===== src/rtl/mem_bus_master.sv =====
// mem_bus_master: MEM-stage load/store to Wishbone classic master with error and timeout termination
module mem_bus_master #(
    parameter int unsigned TIMEOUT = 255
) (
    input  logic        clk,
    input  logic        rst,
    input  logic        req_i,
    input  logic        we_i,
    input  logic [31:0] addr_i,
    input  logic [31:0] wdata_i,
    output logic [31:0] rdata_o,
    output logic        done_o,
    output logic        err_o,
    output logic        busy_o,
    output logic        wb_cyc_o,
    output logic        wb_stb_o,
    output logic        wb_we_o,
    output logic [31:0] wb_adr_o,
    output logic [31:0] wb_dat_o,
    output logic [3:0]  wb_sel_o,
    input  logic [31:0] wb_dat_i,
    input  logic        wb_ack_i,
    input  logic        wb_err_i
);
    typedef enum logic [1:0] {IDLE, BUS, RESP} state_t;
    state_t     state, state_d;
    logic [7:0] cnt;
    logic       mis, term, tout, accept;
    always_comb begin
        mis     = |addr_i[1:0];
        term    = wb_ack_i | wb_err_i;
        tout    = cnt == 8'(TIMEOUT - 1);
        accept  = state == IDLE && req_i;
        state_d = (state == IDLE) ? (req_i ? (mis ? RESP : BUS) : IDLE) :
                  (state == BUS)  ? ((term || tout) ? RESP : BUS) : IDLE;
    end
    always_ff @(posedge clk or posedge rst) begin
        if (rst) state <= IDLE;
        else     state <= state_d;
    end
    always_ff @(posedge clk or posedge rst) begin
        if (rst) begin
            cnt      <= '0;
            rdata_o  <= '0;
            done_o   <= 1'b0;
            err_o    <= 1'b0;
            busy_o   <= 1'b0;
            wb_cyc_o <= 1'b0;
            wb_stb_o <= 1'b0;
            wb_we_o  <= 1'b0;
            wb_adr_o <= '0;
            wb_dat_o <= '0;
            wb_sel_o <= '0;
        end else begin
            cnt      <= (state == BUS) ? cnt + 8'd1 : 8'd0;
            done_o   <= state_d == RESP;
            busy_o   <= state_d != IDLE;
            wb_cyc_o <= state_d == BUS;
            wb_stb_o <= state_d == BUS;
            wb_sel_o <= {4{state_d == BUS}};
            wb_we_o  <= (state == IDLE) ? (req_i & we_i & ~mis) : (wb_we_o & (state_d == BUS));
            // ack coinciding with the last allowed wait cycle counts as success, not timeout
            err_o    <= (accept && mis) || (state == BUS && (wb_err_i || (!wb_ack_i && tout)));
            if (accept) begin
                wb_adr_o <= {addr_i[31:2], 2'b00};
                wb_dat_o <= wdata_i;
            end
            if (state == BUS && wb_ack_i && !wb_err_i && !wb_we_o) rdata_o <= wb_dat_i;
        end
    end
endmodule


===== config.mk =====
export PLATFORM = sky130hd
export DESIGN_NAME = mem_bus_master
export DESIGN_NICKNAME = d
export VERILOG_FILES = /design/src/rtl/mem_bus_master.sv
export SDC_FILE = /design/constraint.sdc
export NUM_CORES = 1
export LEC_CHECK = 0
export BUFFER_PORTS_ARGS = -buffer_cell sky130_fd_sc_hd__buf_2
export CORE_ASPECT_RATIO = 1.1
export CORE_MARGIN = 2
export CORE_UTILIZATION = 46
export DETAILED_ROUTE_END_ITERATION = 7
export PLACE_DENSITY = 0.8
export REMOVE_ABC_BUFFERS = 1
export SETUP_SLACK_MARGIN = 0.4
export SLEW_MARGIN = 20
export SYNTH_ARGS = -nofsm -noshare
export SYNTH_HDL_FRONTEND = slang
export SYNTH_SLANG_ARGS = --single-unit

===== constraint.sdc =====
create_clock -name clk -period 5 [get_ports clk]
set_clock_uncertainty 0.05 [all_clocks]
set_input_delay 1 -clock clk [delete_from_list [all_inputs] [get_ports clk]]
set_output_delay 1 -clock clk [all_outputs]
set_load 0.1 [all_outputs]

==> metrics <==
Reg clk slew, reported paths=0.09 ns; critical path type=reg -> out; Crit Path Max Fanout=6; Inserted Clock Buffers=9; status=finished, final reports clean; setup repair bufs after CTS=0; fin nets=574; GR Util met2=29.8%; WP buf/inv=1; Routed Antenna Nets=0; Worst Tran Pin Value=around 0.95 ns; Fin. Hold Viols=0; crit start category=flop; drt total wl=8.77 mm; Netlist cell types=31; met3 Usage GRT=4.05%; Min Hold Slack=approximately 0.45 ns; min Tclk post-route=between 2 and 2.5 ns; Total GRT Usage=17.2%; grt total ovfl=0; Layout Cells excl Fill=589; top cell family by delay on the critical path=buffers and inverters; drt drc=0; vias in the first global route=approximately 3000; initial core utilization=46.9%; first-pass GRT wire length=14.1 mm; leakage power=2.93 nW; average size of a mapped cell=16.2 um2; Post-Route Setup TNS=0 ns; die height=106 um; Pwr Total=3.74 mW; VDD IR max=0.380 mV; cell chain of the critical path=buf_2; Hold Buf Count CTS=0; Final Core Density=between 60% and 70%; busiest grt layer=met2; Ports=208; area leader, netlist=dfrtp_1; DRT Pass-1 Iters=4; HP Class=reg -> reg; CP Launch Point=wb_sel_o[0]; CTS tree=built; Yosys reg bits=109; commonest non-fill, non-tap cell in the layout=buf_2; Pwr Density=between 600 and 700 nW/um2; top-area cell type share of the netlist area=62.9%; initial DRC count=78; period utilisation layout=a little under half; largest cells by area after synthesis=dfrtp_1, mux2_2, mux2_4, buf_4, buf_6; vias per cell=4.85; RSZ-0062 raised after global routing=false; synthesized netlist cell count=268; Root Buffer=clkbuf_8; Worst-Skew Late Latency=0.35 ns; met1 Resource Use GR=between 20% and 30%; count of final setup violators=0; register area share after synthesis=between 60% and 70%; P&R area growth vs syn=29.2%; arrival time worst endpoint=1.20 ns; Pins Over Slew Limit=0; pin count of the biggest net entering global routing=a little over 80; CP max stage delay=between 0.4 and 0.5 ns; # rows=37; Die ar.=10200 um2; Worst Setup End Kind=output port; total core area=between 9000 and 10000 um2; Clock Sink Count=109; initial antenna violation count=0; Rel. slew slack=36.9%; Ys Warns=0; commonest cells after routing, fill and taps aside=buf_2, dfrtp_1, mux2_2; final worst setup slack=2.75 ns; HP Start=cnt[0]; Crit-path slowest cell=buf_2; routability cong.=0.765; DP HPWL=6.61 mm; DR vias=2858; pre-CTS WS=about 2.5 ns; CTS max path bufs=2; placed insts=576; # diodes=0; Most used DFF post-synth=dfrtp_1; layout cell share with drive strength beyond 1=67.4%; max-cap viol count=0; IO Port Bufs=between 200 and 250; area post-placement=5410 um2; routed len/inst=between 10 and 15 um; post-layout instance area=5610 um2; H-Tree Depth=3; worst path required time=3.95 ns; Die Wd=96.6 um; Synth Cell Area=between 4000 and 5000 um2; reg-to-reg startpoint=state[1]; async set or reset register ratio after synthesis=100%; Fmax=444 MHz; cts repair resizes=0; Post-synth EDFFs=0
flip-flops by register name, indices dropped and copies added, names as in the netlist:
name and count:
busy_o 1, cnt 8, done_o 1, err_o 1, rdata_o 32, state 2, wb_adr_o 30, wb_dat_o 32
wb_sel_o 1, wb_we_o 1
per-layer routing:
metal	wire length (um)	up-vias
li1	-	1323
met1	3550	1388
met2	4390	133
met3	666	14
met4	170	0
met5	0	-
synthesized netlist by cell type, types with 2 or more instances:
library cell and number:
nand3_1 3, buf_6 3, nand2_1 4, ha_1 2, mux2_4 30, inv_1 2, mux2_2 64, buf_4 13
dfrtp_1 109, o21ai_0 5, xor2_1 2, nor2_1 6, nand2b_1 2, or3_1 3, a21oi_1 3, a21o_1 2
area by class of cell:
| type | instances | area (um2) |
|---|---|---|
| clock buffer | 11 | 141 |
| tap | 117 | 146 |
| multi-input combinational | 140 | 1470 |
| sequential | 109 | 2730 |
| timing repair buffer | 208 | 1050 |
| clock inverter | 2 | 60.1 |
| inverter | 2 | 10.0 |
| fill | 734 | 3650 |
power by group:
part	switching (mW)	internal, mW	total (mW)
clock	0.268	0.288	0.557
sequential	0.0997	1.07	1.17
combinational	1.65	0.357	2.01
cell families (layout without fill, tap and decap cells):
group | count (synthesis) | in the layout | share of synthesized area, %
muxes | 94 | 94 | 27.0
adders and majority gates | 2 | 2 | 0.577
buffers and inverters | 20 | 223 | 3.40
and+or+nand+nor | 25 | 25 | 3.49
AOI/OAI and AO/OA | 14 | 14 | 1.99
DFF | 109 | 109 | 62.9
xor gates and xnor gates | 3 | 3 | 0.606
other | 1 | 2 | 0.0864
worst paths after layout:
| kind | end | slack [ns] | depth (start not counted) |
|---|---|---|---|
| min in group asynchronous | rdata_o[12] | 0.81 | 2 |
| hold / removal | cnt[0] | 0.45 | 1 |
| hold reg to reg | cnt[0] | 0.45 | 1 |
| setup / recovery | wb_sel_o[3] | 2.75 | 1 |
| max in group asynchronous | wb_dat_o[9] | 3.18 | 3 |
| setup reg to reg | rdata_o[14] | 3.13 | 3 |
(Power assumes the default switching activity.)
